==> config.mk <==
export PLATFORM = sky130hd
export DESIGN_NAME = exu_writeback_arbiter_flat
export DESIGN_NICKNAME = d
export VERILOG_FILES = /design/src/rtl/apogeo_pkg.sv /design/src/rtl/exu_writeback_arbiter_if.sv /design/src/rtl/exu_writeback_arbiter_wb_result_fifo.sv /design/src/rtl/exu_writeback_arbiter.sv /design/src/flat_wrapper.sv
export SDC_FILE = /design/constraint.sdc
export NUM_CORES = 1
export LEC_CHECK = 0
export CAP_MARGIN = 20
export CELL_PAD_IN_SITES_DETAIL_PLACEMENT = 0
export CELL_PAD_IN_SITES_GLOBAL_PLACEMENT = 1
export CORE_UTILIZATION = 54
export DETAILED_ROUTE_END_ITERATION = 12
export PLACE_DENSITY = 0.89
export SLEW_MARGIN = 20
export SYNTH_ARGS = -nofsm -noshare
export SYNTH_HDL_FRONTEND = slang
export SYNTH_SLANG_ARGS = --single-unit
==> constraint.sdc <==
create_clock -name clk_i -period 10.32 [get_ports clk_i]
set_input_delay 1.032 -clock clk_i [delete_from_list [all_inputs] [get_ports clk_i]]
set_output_delay 1.032 -clock clk_i [all_outputs]
set_load 0.01 [all_outputs]
==> src/rtl/apogeo_pkg.sv <==
// Shared core types plus the writeback-arbiter entry format and channel count.
// ITU/LSU/CSR index the per-channel result buses throughout the core.
package apogeo_pkg;

    typedef logic [31:0] data_word_t;

    typedef struct packed {
        logic [31:0] pc;
        logic [4:0]  rd_addr;
        logic [3:0]  rob_tag;
    } instr_packet_t;

    localparam logic [1:0] ITU = 2'd0;
    localparam logic [1:0] LSU = 2'd1;
    localparam logic [1:0] CSR = 2'd2;

    localparam int WB_CHANNELS = 3;

    typedef struct packed {
        data_word_t    result;
        instr_packet_t ipacket;
    } wb_entry_t;

    // Channel following ch in round-robin order, wrapping CSR back to ITU.
    function automatic logic [1:0] wb_next_ch(input logic [1:0] ch);
        return (ch == CSR) ? ITU : ch + 2'd1;
    endfunction

endpackage

==> src/rtl/exu_writeback_arbiter_if.sv <==
// Result-channel and writeback-port bundle for exu_writeback_arbiter.
// master = the arbiter, slave = producers plus the commit stage.
interface exu_writeback_arbiter_if;
    import apogeo_pkg::*;

    logic                                flush_i;
    data_word_t    [WB_CHANNELS-1:0]     result_i;
    instr_packet_t [WB_CHANNELS-1:0]     ipacket_i;
    logic          [WB_CHANNELS-1:0]     data_valid_i;
    logic                                wb_ready_i;
    logic                                wb_valid_o;
    data_word_t                          wb_result_o;
    instr_packet_t                       wb_ipacket_o;
    logic          [1:0]                 wb_channel_o;
    logic                                stall_o;
    logic                                overflow_o;
    logic                                empty_o;

    modport master (
        input  flush_i, result_i, ipacket_i, data_valid_i, wb_ready_i,
        output wb_valid_o, wb_result_o, wb_ipacket_o, wb_channel_o,
               stall_o, overflow_o, empty_o
    );

    modport slave (
        output flush_i, result_i, ipacket_i, data_valid_i, wb_ready_i,
        input  wb_valid_o, wb_result_o, wb_ipacket_o, wb_channel_o,
               stall_o, overflow_o, empty_o
    );

endinterface

==> src/rtl/exu_writeback_arbiter_wb_result_fifo.sv <==
// wb_result_fifo: first-word-fall-through result buffer with synchronous flush.
// A push into a full FIFO lands only when the same cycle also pops.
module wb_result_fifo
    import apogeo_pkg::*;
#(
    parameter  int DEPTH = 4,
    localparam int AW    = $clog2(DEPTH),
    localparam int CW    = AW + 1
) (
    input  logic          clk_i,
    input  logic          rst_n_i,
    input  logic          flush_i,
    input  logic          push_i,
    input  wb_entry_t     data_i,
    input  logic          pop_i,
    output wb_entry_t     data_o,
    output logic [CW-1:0] count_o,
    output logic          full_o,
    output logic          empty_o
);

    wb_entry_t     mem [DEPTH];
    logic [AW-1:0] rd_ptr;
    logic [AW-1:0] wr_ptr;
    logic          do_push;
    logic          do_pop;

    assign empty_o = (count_o == '0);
    assign full_o  = (count_o == CW'(DEPTH));
    assign do_pop  = pop_i & ~empty_o;
    assign do_push = push_i & (~full_o | do_pop);
    assign data_o  = mem[rd_ptr];

    always_ff @(posedge clk_i or negedge rst_n_i) begin
        if (!rst_n_i) begin
            rd_ptr  <= '0;
            wr_ptr  <= '0;
            count_o <= '0;
        end else if (flush_i) begin
            rd_ptr  <= '0;
            wr_ptr  <= '0;
            count_o <= '0;
        end else begin
            if (do_push) wr_ptr <= wr_ptr + 1'b1;
            if (do_pop)  rd_ptr <= rd_ptr + 1'b1;
            case ({do_push, do_pop})
                2'b10:   count_o <= count_o + 1'b1;
                2'b01:   count_o <= count_o - 1'b1;
                default: count_o <= count_o;
            endcase
        end
    end

    // Storage needs no reset: a slot is only observed once count covers it.
    always_ff @(posedge clk_i) begin
        if (do_push && !flush_i) mem[wr_ptr] <= data_i;
    end

endmodule

==> src/rtl/exu_writeback_arbiter.sv <==
// Serialises ITU/LSU/CSR results onto the single writeback port to the ROB.
// Build option APOGEO_WB_ROUND_ROBIN_EN selects round-robin; default is LSU > CSR > ITU.
module exu_writeback_arbiter
    import apogeo_pkg::*;
#(
    parameter int FIFO_DEPTH = 4
) (
    input  logic                    clk_i,
    input  logic                    rst_n_i,
    exu_writeback_arbiter_if.master wb
);

    localparam int CW = $clog2(FIFO_DEPTH) + 1;

    wb_entry_t [WB_CHANNELS-1:0]         push_data;
    wb_entry_t [WB_CHANNELS-1:0]         head;
    logic      [WB_CHANNELS-1:0][CW-1:0] count;
    logic      [WB_CHANNELS-1:0]         fifo_empty;
    logic      [WB_CHANNELS-1:0]         fifo_full;
    logic      [WB_CHANNELS-1:0]         near_full;
    logic      [WB_CHANNELS-1:0]         pop;

    logic       any_valid;
    logic       fire;
    logic [1:0] arb_grant;
    logic [1:0] grant;
    logic       locked;
    logic [1:0] lock_ch;
    logic       overflow_q;
    logic       overflow_set;

    assign any_valid = ~&fifo_empty;
    assign fire      = any_valid & wb.wb_ready_i;

    for (genvar k = 0; k < WB_CHANNELS; k++) begin : g_fifo
        assign push_data[k] = '{result: wb.result_i[k], ipacket: wb.ipacket_i[k]};
        assign pop[k]       = fire & (grant == 2'(k));
        assign near_full[k] = (count[k] >= CW'(FIFO_DEPTH - 1));

        wb_result_fifo #(
            .DEPTH (FIFO_DEPTH)
        ) u_fifo (
            .clk_i   (clk_i),
            .rst_n_i (rst_n_i),
            .flush_i (wb.flush_i),
            .push_i  (wb.data_valid_i[k]),
            .data_i  (push_data[k]),
            .pop_i   (pop[k]),
            .data_o  (head[k]),
            .count_o (count[k]),
            .full_o  (fifo_full[k]),
            .empty_o (fifo_empty[k])
        );
    end

`ifdef APOGEO_WB_ROUND_ROBIN_EN
    logic [1:0] rr_ptr;
    logic [1:0] cand;
    logic       found;

    // Search starts at rr_ptr; the first non-empty channel in order wins.
    always_comb begin
        arb_grant = rr_ptr;
        cand      = rr_ptr;
        found     = 1'b0;
        for (int i = 0; i < WB_CHANNELS; i++) begin
            if (!found && !fifo_empty[cand]) begin
                arb_grant = cand;
                found     = 1'b1;
            end
            cand = wb_next_ch(cand);
        end
    end

    always_ff @(posedge clk_i or negedge rst_n_i) begin
        if (!rst_n_i)        rr_ptr <= ITU;
        else if (wb.flush_i) rr_ptr <= ITU;
        else if (fire)       rr_ptr <= wb_next_ch(grant);
    end
`else
    always_comb begin
        arb_grant = ITU;
        if (!fifo_empty[LSU])      arb_grant = LSU;
        else if (!fifo_empty[CSR]) arb_grant = CSR;
    end
`endif

    // While the commit stage stalls us, freeze the presented channel so a
    // newly arriving higher-priority result cannot swap the offered entry.
    always_ff @(posedge clk_i or negedge rst_n_i) begin
        if (!rst_n_i) begin
            locked  <= 1'b0;
            lock_ch <= ITU;
        end else if (wb.flush_i) begin
            locked  <= 1'b0;
        end else if (any_valid && !wb.wb_ready_i) begin
            locked  <= 1'b1;
            lock_ch <= grant;
        end else begin
            locked  <= 1'b0;
        end
    end

    assign grant = locked ? lock_ch : arb_grant;

    assign overflow_set = |(wb.data_valid_i & fifo_full & ~pop) & ~wb.flush_i;

    always_ff @(posedge clk_i or negedge rst_n_i) begin
        if (!rst_n_i)          overflow_q <= 1'b0;
        else if (overflow_set) overflow_q <= 1'b1;
    end

    always_comb begin
        wb.wb_valid_o   = any_valid;
        wb.wb_result_o  = '0;
        wb.wb_ipacket_o = '0;
        wb.wb_channel_o = 2'd0;
        if (any_valid) begin
            wb.wb_result_o  = head[grant].result;
            wb.wb_ipacket_o = head[grant].ipacket;
            wb.wb_channel_o = grant;
        end
        wb.stall_o    = |near_full;
        wb.overflow_o = overflow_q;
        wb.empty_o    = ~any_valid;
    end

endmodule

==> src/flat_wrapper.sv <==
// flat-port wrapper written by rule: the top's interface ports become plain ports
module exu_writeback_arbiter_flat import apogeo_pkg::*;
#(
    parameter int FIFO_DEPTH = 4
)
  (clk_i, rst_n_i, wb_flush_i, wb_result_i, wb_ipacket_i, wb_data_valid_i, wb_wb_ready_i, wb_wb_valid_o, wb_wb_result_o, wb_wb_ipacket_o, wb_wb_channel_o, wb_stall_o, wb_overflow_o, wb_empty_o);
  exu_writeback_arbiter_if wb_i ();
  input  logic clk_i;
  input  logic rst_n_i;
  input wire logic [$bits(wb_i.flush_i)-1:0] wb_flush_i;
  input wire logic [$bits(wb_i.result_i)-1:0] wb_result_i;
  input wire logic [$bits(wb_i.ipacket_i)-1:0] wb_ipacket_i;
  input wire logic [$bits(wb_i.data_valid_i)-1:0] wb_data_valid_i;
  input wire logic [$bits(wb_i.wb_ready_i)-1:0] wb_wb_ready_i;
  output wire logic [$bits(wb_i.wb_valid_o)-1:0] wb_wb_valid_o;
  output wire logic [$bits(wb_i.wb_result_o)-1:0] wb_wb_result_o;
  output wire logic [$bits(wb_i.wb_ipacket_o)-1:0] wb_wb_ipacket_o;
  output wire logic [$bits(wb_i.wb_channel_o)-1:0] wb_wb_channel_o;
  output wire logic [$bits(wb_i.stall_o)-1:0] wb_stall_o;
  output wire logic [$bits(wb_i.overflow_o)-1:0] wb_overflow_o;
  output wire logic [$bits(wb_i.empty_o)-1:0] wb_empty_o;
  assign wb_i.flush_i = wb_flush_i;
  assign wb_i.result_i = wb_result_i;
  assign wb_i.ipacket_i = wb_ipacket_i;
  assign wb_i.data_valid_i = wb_data_valid_i;
  assign wb_i.wb_ready_i = wb_wb_ready_i;
  assign wb_wb_valid_o = wb_i.wb_valid_o;
  assign wb_wb_result_o = wb_i.wb_result_o;
  assign wb_wb_ipacket_o = wb_i.wb_ipacket_o;
  assign wb_wb_channel_o = wb_i.wb_channel_o;
  assign wb_stall_o = wb_i.stall_o;
  assign wb_overflow_o = wb_i.overflow_o;
  assign wb_empty_o = wb_i.empty_o;
  exu_writeback_arbiter #(.FIFO_DEPTH(FIFO_DEPTH)) u_core (.clk_i(clk_i), .rst_n_i(rst_n_i), .wb(wb_i));
endmodule
==> results by stage, run 1 <==
Status:
- The flow ran to the end, and the final reports show no timing, DRC or antenna violations.

GRT:
- The initial antenna violation count is 22.
- In the global route stage, overall resource usage came out at between 20% and 30%.
- The number of global-route vias before repair is ~21,000.
- The first global-routing pass estimated between 100 and 150 mm of wire.
- The overflow left after global routing is 0.
- Entering global routing, the biggest net connects 77 pins.

Flow run:
- The number of max-cap violations is 0.

Timing:
- Dividing the final minimum period by the clock period gives a little under three fifths.
- The clock arrives with between 0.02 and 0.025 ns of skew.
- The max-slew headroom at the worst pin is between 20 and 25%.
- The pin slew with the least headroom to its limit is between 1 and 1.5 ns.
- Setup repair after global routing left no endpoint under its margin.
- The count of endpoints failing hold in the final timing report is 0.
- The number of max-slew violations in the final report is 0.
- Timing would allow up to between 0.15 and 0.2 GHz.
- The final setup violation count is 0.
- The post-layout worst setup margin is 4.625 ns.
- For the final routed database, the setup TNS stands at 0 ns.
- The routed design could run at a clock period as short as between 5 and 6 ns.

Synth:
- The top cell type by area accounts for ~73% of the synthesized area.
- Sorting the synthesized cells by area gives the leading types as edfxtp_1 (73%), mux4_2 (9.5%), mux2i_1 (3.9%).
- Counting flops with an async set or reset pin after synthesis yields a share of under 10%.
- The synthesized netlist net count is roughly 2,100.
- The number of distinct library cell variants in the gate-level netlist after synthesis is 63.
- The post-synthesis sequential area ratio is 74.89%.
- Yosys printed 0 warnings.
- Averaged over all synthesized cells, the footprint is 19.30 um2.
- The most used flip-flop cell after synthesis is edfxtp_1.
- The count of state elements after synthesis is about 900.
- Synthesis handed over a netlist of between 1,500 and 2,000 instances.
- Counting flops with a built-in enable in the synthesized netlist gives 876.
- The post-synthesis instance area is approximately 0.036 mm2.
- Of all cell types, the one taking the most synthesized area is edfxtp_1.

Placement:
- At the placement stage, the worst setup path has a slack of 5.379 ns.
- The number of port buffers is between 300 and 400.
- The final weighted congestion in routability-driven placement is around 0.81.
- Detailed placement finished with a half-perimeter wire length of 52.55 mm.

CTS:
- Clock latency on the worst-skew pair, taken at its later pin, is between 0.6 and 0.7 ns.
- After clock tree synthesis, the clock-pin slew on the worst setup and hold paths is around 0.06 ns.
- The number of gates resized after CTS was 0.
- Clock tree synthesis selected as its root buffer the cell clkbuf_16.
- The number of buffers on the longest clock path is 3.
- TritonCTS built the clock tree.
- The hold-fix buffer count after cts is 0.
- The post-CTS setup-driven buffer insertion count is 0.
- The tree built by TritonCTS fans out to ~900 sinks.
- CTS built an H-tree with a depth of 3.
- The TritonCTS buffer count is 90.

Setup path:
- Counting both buffers and inverters, the worst setup path holds a total of 2.
- Broken down by cell family, the worst path's largest delay share belongs to compound AO/OA/AOI/OAI gates.
- For the worst setup path, the data required time is approximately 9.3 ns.
- The kind of launch point of the worst setup path is a flip-flop.
- The data arrival time of the critical path is between 4 and 5 ns.
- Walking the worst path, the cells encountered are nand2_4 > o21ai_4 > buf_4 > a32oi_1 > nor2_1 > clkdlybuf4s50_1.
- The critical path start-end classification is flip-flop to output port.
- The slowest cell on the critical path is o21ai_4.
- The worst setup path is captured at an output port.
- Of all nets on the critical path, the largest fanout is 76.
- The delay of the slowest critical-path stage is between 1 and 1.5 ns.

Drt:
- After detailed routing, the total wire length is about 90 mm.
- The DRC marker count from the first detailed-route iteration is about 1,800.
- The detailed router placed 19,860 vias in this run.
- The first TritonRoute pass finished after 5 iterations.
- Dividing the detail-routed wire length by the instance count gives between 20 and 30 um.
- The via density per instance is 6.403.
- The number of design rule violations left after detail routing is 0.
- The final antenna-violating net count is 0.

Floorplan:
- The floorplan has 94 rows.
- The initial utilization of the core area, before any placement, comes to between 50% and 60%.
- The boundary pin count is between 300 and 400.
- The die extent in x is 260.1 um.
- The floorplan step defined a core boundary enclosing roughly 0.066 mm2.
- The y dimension of the die is roughly 260 um.
- The die covers between 0.06 and 0.07 mm2.

Layout:
- The most common cell after layout, fill and taps aside is edfxtp_1.
- After the last flow step, the layout net total stands at 2,402.
- The library cells used most frequently in the layout, excluding fill and tap cells, are edfxtp_1 (876), clkdlybuf4s50_1 (304), mux4_2 (151).
- Compared with the post-synthesis result, the final layout area differs by 19.01%.
- Cells with a size suffix above 1 make up between 15 and 20% of the layout.

Power:
- The sum of internal, switching and leakage power is between 10,000 and 15,000 uW.
- The analysis attributes to cell leakage a power of ~0.013 uW.
- Dividing total power by cell area gives a power density of 238.3 mW/mm2.
- The highest ir drop seen on vdd is 0.0001402 V.

Worst hold path:
- The path class of the tightest hold or removal check is flip-flop to flip-flop.
[synthesized netlist by cell type (2+ instances only)]
library cell  count
a21oi_1          12
a22oi_1          68
a31oi_1           3
a32oi_1          68
and2_1           12
and3_1            4
buf_1             6
buf_2            48
buf_6             4
clkbuf_1         63
clkbuf_2          4
dfrtp_1          25
edfxtp_1        876
fa_1              3
ha_1             12
inv_1             8
mux2i_1         140
mux4_2          151
nand2_1          19
nand2_2           2
nand2b_1          4
nand3_1           8
nand3b_1          3
nor2_1           92
nor2b_1           4
nor3_1           16
nor3_4            2
nor3b_1           3
nor4_1            2
o21a_1            2
o21ai_0          83
o21bai_1          3
o221ai_1         69
o22ai_1           6
or3_1             3
or3_4             2
xnor2_1           4
xor2_1            4
[layout make-up]
type / instances / area [um2]
flip-flops and latches: 901 / 26950
repair buffers: 332 / 3253
fillers: 4346 / 23070
diodes: 12 / 30.03
clock buffers: 103 / 2322
clock inverters: 54 / 633.1
multi-input cells: 827 / 8492
inverters: 9 / 33.78
well taps: 864 / 1081
[stage by stage]
stage,cells,utilization (%),instance area [um2],hold slack (ns)
after floorplan,1863,-,35960,0.5283
after global placement,2933,60.44,39810,0.4797
after detailed placement,2933,60.44,39810,0.5036
after CTS,3090,64.93,42760,0.5232
after global routing,3099,64.96,42790,0.5487
final,3102,64.98,42790,0.5148
[report_power, final]
group	switching, uW	total [uW]	internal, uW	leakage [uW]
logic	1470	2570	1110	0.00336
clock network	1360	3270	1920	0.00145
registers	127	4350	4220	0.00828
[registers in the layout, indices dropped and copies added (netlist names)]
name and flops:
u_core.g_fifo.u_fifo.rd_ptr 6, u_core.lock_ch 2, u_core.g_fifo.u_fifo.wr_ptr 6, u_core.g_fifo.u_fifo.mem 876
u_core.g_fifo.u_fifo.count_o 9, u_core.wb.overflow_o 1, u_core.locked 1
[worst min-delay path: cells and delay by family (launching register included)]
family	cells	cell delay, ns
flip-flops	1	0.36
AND/OR/NAND/NOR	2	0.12
[layer usage]
layer	wire length (um)	share of wire (%)	track usage (%)	vias up
li1	-	-	-	8435
met1	34360	38	33.83	10350
met2	45500	50	44.75	861
met3	6986	7.7	5.750	193
met4	3248	3.6	11.92	22
met5	136	0.15	0	-
[path summary, 6_finish.rpt]
check | from | endpoint | slack, ns | cells past startpoint
min in group asynchronous | rst_n_i | u_core.wb.overflow_o | 0.79 | 2
worst min-delay path | u_core.wb.overflow_o | u_core.wb.overflow_o | 0.51 | 2
worst max-delay path | u_core.locked | wb_wb_result_o[19] | 4.63 | 6
worst min register to register | u_core.wb.overflow_o | u_core.wb.overflow_o | 0.51 | 2
max in group asynchronous | rst_n_i | u_core.g_fifo[1].u_fifo.rd_ptr[0] | 9.22 | 2
worst max register to register | u_core.g_fifo[1].u_fifo.count_o[2] | u_core.g_fifo[0].u_fifo.mem[0][7] | 5.64 | 7
[cells by family after synthesis]
| kind of cell | Yosys count | share of synthesized area (%) |
|---|---|---|
| compound gates | 327 | 6.691 |
| fa+ha+maj | 15 | 0.5846 |
| buf+inv | 135 | 1.684 |
| flops | 901 | 74.89 |
| mux | 292 | 13.39 |
| simple gates | 185 | 2.564 |
| xor+xnor | 8 | 0.1948 |
Note: power is estimated with default switching activity, not from simulation.
==> inputs of run 2 (changes only) <==
--- a/config.mk
+++ b/config.mk
@@ -8,9 +8,9 @@
 export CAP_MARGIN = 20
 export CELL_PAD_IN_SITES_DETAIL_PLACEMENT = 0
 export CELL_PAD_IN_SITES_GLOBAL_PLACEMENT = 1
-export CORE_UTILIZATION = 54
+export CORE_UTILIZATION = 50
 export DETAILED_ROUTE_END_ITERATION = 12
-export PLACE_DENSITY = 0.89
+export PLACE_DENSITY = 0.83
 export SLEW_MARGIN = 20
 export SYNTH_ARGS = -nofsm -noshare
 export SYNTH_HDL_FRONTEND = slang
==> constraint.sdc (replaced) <==
create_clock -name clk_i -period 5.4 [get_ports clk_i]
set_input_delay 0.54 -clock clk_i [delete_from_list [all_inputs] [get_ports clk_i]]
set_output_delay 0.54 -clock clk_i [all_outputs]
set_load 0.01 [all_outputs]
==> run 2 against run 1 <==
Against the previous run:
- sequential power up 91%
- via count down 0.55%
- sequential share of layout area down 0.61 points
- clock skew up 0.0052 ns
- design area up 0.98%
- clock power up 91%
- worst setup slack worse by 3.9 ns
- critical path type unchanged
- largest cell class unchanged
- largest power group unchanged
==> results by stage, run 2 (synthesis gave the netlist of run 1 again) <==
Setup path:
- The capture instance of the worst register-to-register path is u_core.g_fifo[0].u_fifo.mem[2][6].
- The worst-case register-to-register setup slack is about 1.4 ns.
- For the worst setup path, the data required time is 4.86 ns.
- STA classifies the critical path endpoint as an output port.
- Traced cell by cell, the critical path runs through inv_1 > nor2_4 > buf_4 > a22oi_1 > a32oi_1 > nor2_1 > clkdlybuf4s50_1.
- Along the worst path, the maximum fanout reaches 32.
- For this design, the slowest cell found on the critical path is nor2_4.
- The category of cells accounting for the largest share of critical-path delay is buffers and inverters.
- For the worst flop-to-flop path, the logic depth is 7.
- The largest single stage delay on the critical path is around 0.86 ns.
- The critical path in this run is classified as flip-flop to output port.
- The startpoint identified for the worst register-to-register timing path is u_core.locked.
- The kind of launch point of the worst setup path is a flip-flop.
- The buffers plus inverters on the worst setup path is 3.
- The data arrival time of the critical path is between 4 and 5 ns.

Drt:
- Dividing the detail-routed wire length by the instance count gives ~27 um.
- The final wirelength is roughly 87 mm.
- In this run the remaining antenna-violating nets after routing total 0.
- After detailed routing, the number of remaining DRC violations is 0.
- In the routed layout, each cell is associated on average with a via count of 6.176.
- The detailed-route via count is ~20,000.
- After the first detailed-routing iteration, the DRC count stood at ~1,700.
- The count of TritonRoute iterations in the first routing pass is 5.

Timing:
- The worst pin sits at a relative slew slack of roughly a quarter.
- For the pin with the worst max-slew slack, the measured transition is between 1 and 1.5 ns.
- Hold timing on the final database bottoms out at a slack of 0.2675 ns.
- Setup repair after global routing left no endpoint under its margin.
- The portion of the clock cycle consumed by the worst path in the final layout is about 87%.
- The number of max-slew violations in the final report was 0.
- The count of endpoints failing hold in the final timing report is 0.
- The maximum clock skew at final layout is approximately 0.029 ns.
- The final setup TNS is 0 ns.
- After layout, the minimum clock period comes to roughly 4.7 ns.
- The maximum clock frequency is 0.2134 GHz.
- Setup violations remaining at the end of the flow were counted as 0.

Placement:
- The number of port buffers is just over 300.
- At the end of routability-driven placement, the weighted congestion stood at 0.7761.
- The total half-perimeter wirelength after legalization and detailed placement is 52.56 mm.

Layout:
- In the layout the commonest cells are edfxtp_1 (876), clkdlybuf4s50_1 (304), mux4_2 (151).
- The largest registers in the layout are u_core.g_fifo.u_fifo.mem x876, u_core.g_fifo.u_fifo.count_o x9.
- The largest register by flop count is u_core.g_fifo.u_fifo.mem.
- The register with the most flip-flops in the layout has 876 of them.
- The library cell used most frequently in the layout, excluding fill and tap cells, is edfxtp_1.
- The area growth from synthesis to layout is 20.18%.
- Of the cells placed in the final design, the portion with a size suffix greater than 1 is between 10% and 20%.
- The number of nets in the finished design is 2,409.

GRT:
- Across every metal layer, demand over resource in global routing totals 24.13%.
- The number of global-route vias before repair was between 20,000 and 25,000.
- The initial antenna violation count is 31.
- The global-route wire length before repair is about 130 mm.
- The total overflow left after global routing is 0.
- The maximum number of pins on one net before global-route repair is 76.

Power:
- The internal power of the cells totals around 14,000 uW.
- The register share of total power is between 40% and 50%.
- The switching share of power is between 20% and 30%.
- The total power density per cell area is 450.7 mW/mm2.
- The clock group share of total power is between 30% and 40%.
- For this design the total switching power over the nets is 5571 uW.
- The leakage power is around 0.013 uW.
- The combinational share of power is roughly a quarter.
- IR analysis of the VDD net gives a maximum drop of roughly 0.00033 V.

CTS:
- The cell at the root of the clock tree is clkbuf_16.
- The TritonCTS sink count is ~900.
- Post-CTS timing repair inserted 0 buffers for setup.
- Counting the buffers created by CTS gives 91.
- The number of buffers on the longest clock path is 3.
- The clock tree synthesis step divided the H-tree into 3 levels.
- Buffers inserted to repair hold after CTS numbered 0.
- The number of cells upsized or downsized after cts is 0.
- Clock latency on the worst-skew pair, taken at its later pin, is 0.66 ns.
- The clock transition at the register clock pins on the worst setup and hold paths after CTS is 0.07 ns.
- TritonCTS built the clock tree.

Worst hold path:
- The tightest min-delay check is of the input port to asynchronous set/reset pin type.

Floorplan:
- ~300 I/O pins were placed.
- The die extent in x is 270.2 um.
- From bottom edge to top edge, the die measures about 270 um.
- The floorplan has 97 rows.
- The die covers roughly 0.073 mm2.
- The starting utilization of the core area is around half.
- The total area inside the core boundary comes to about 0.07 mm2.

Status:
- The flow ran to the end, and the final reports show no timing, DRC or antenna violations.

Flow run:
- Across the run, the number of max-cap violations was 0.
[run 2: cell types whose count changed in the layout (fill, tap and decap cells not counted), moves of 3 or more]
cell	previous run	this run
clkinv_2	21	11
diode_2	12	15
clkbuf_1	12	16
clkinv_8	5	2
clkinv_1	10	26
buf_12	0	13
buf_4	28	17
buf_16	0	4
[run 2: worst max path at each step]
stage	from	to	slack [ns]	depth (start not counted)
finish	u_core.g_fifo[0].u_fifo.rd_ptr[0]	wb_wb_result_o[12]	0.71	7
global route	u_core.g_fifo[0].u_fifo.rd_ptr[0]	wb_wb_result_o[7]	0.52	7
CTS	u_core.g_fifo[0].u_fifo.rd_ptr[0]	wb_wb_result_o[12]	0.67	7
detailed placement	u_core.locked	u_core.g_fifo[0].u_fifo.mem[2][13]	1.33	7
global placement	u_core.locked	u_core.g_fifo[0].u_fifo.mem[0][13]	1.33	6
floorplan	wb_wb_ready_i	u_core.g_fifo[1].u_fifo.mem[0][0]	1.63	6
[run 2: cell type report]
class                           instances  area [um2]
Sequential cell                       901       26950
Multi-Input combinational cell        827        8502
Clock inverter                         59       588.1
Inverter                                9       33.78
Tap cell                              940        1176
Fill cell                            4965       27420
Clock buffer                          109        2387
Antenna cell                           15       37.54
Timing Repair Buffer                  338        3541
[run 2: metrics by stage]
step                util, %  power (uW)  instances  setup slack, ns  instance area (um2)
finish                61.18       19480       3198           0.7140                43220
global route          61.17       20200       3195           0.5167                43210
CTS                   61.13       19630       3183           0.6673                43180
detailed placement    56.92       13400       3015            1.333                40200
global placement      56.76       13320       3011            1.329                40090
floorplan                 -       11000       1863            1.635                35960
[run 2: routing by layer]
metal | vias up | track usage [%] | routed length [um]
li1 | 8478 | - | -
met1 | 10270 | 31.52 | 34660
met2 | 800 | 38.84 | 42710
met3 | 165 | 5.823 | 7284
met4 | 34 | 10.27 | 2529
met5 | - | 0 | 239
[run 2: power by group through the flow]
stage | sequential, uW | clock, uW | combinational [uW]
4_1_cts | 8330 | 6340 | 4960
3_3_place_gp | 8450 | 0 | 4870
5_1_grt | 8360 | 6610 | 5230
2_1_floorplan | 8330 | 0 | 2670
3_5_place_dp | 8470 | 0 | 4930
6_report | 8320 | 6240 | 4920
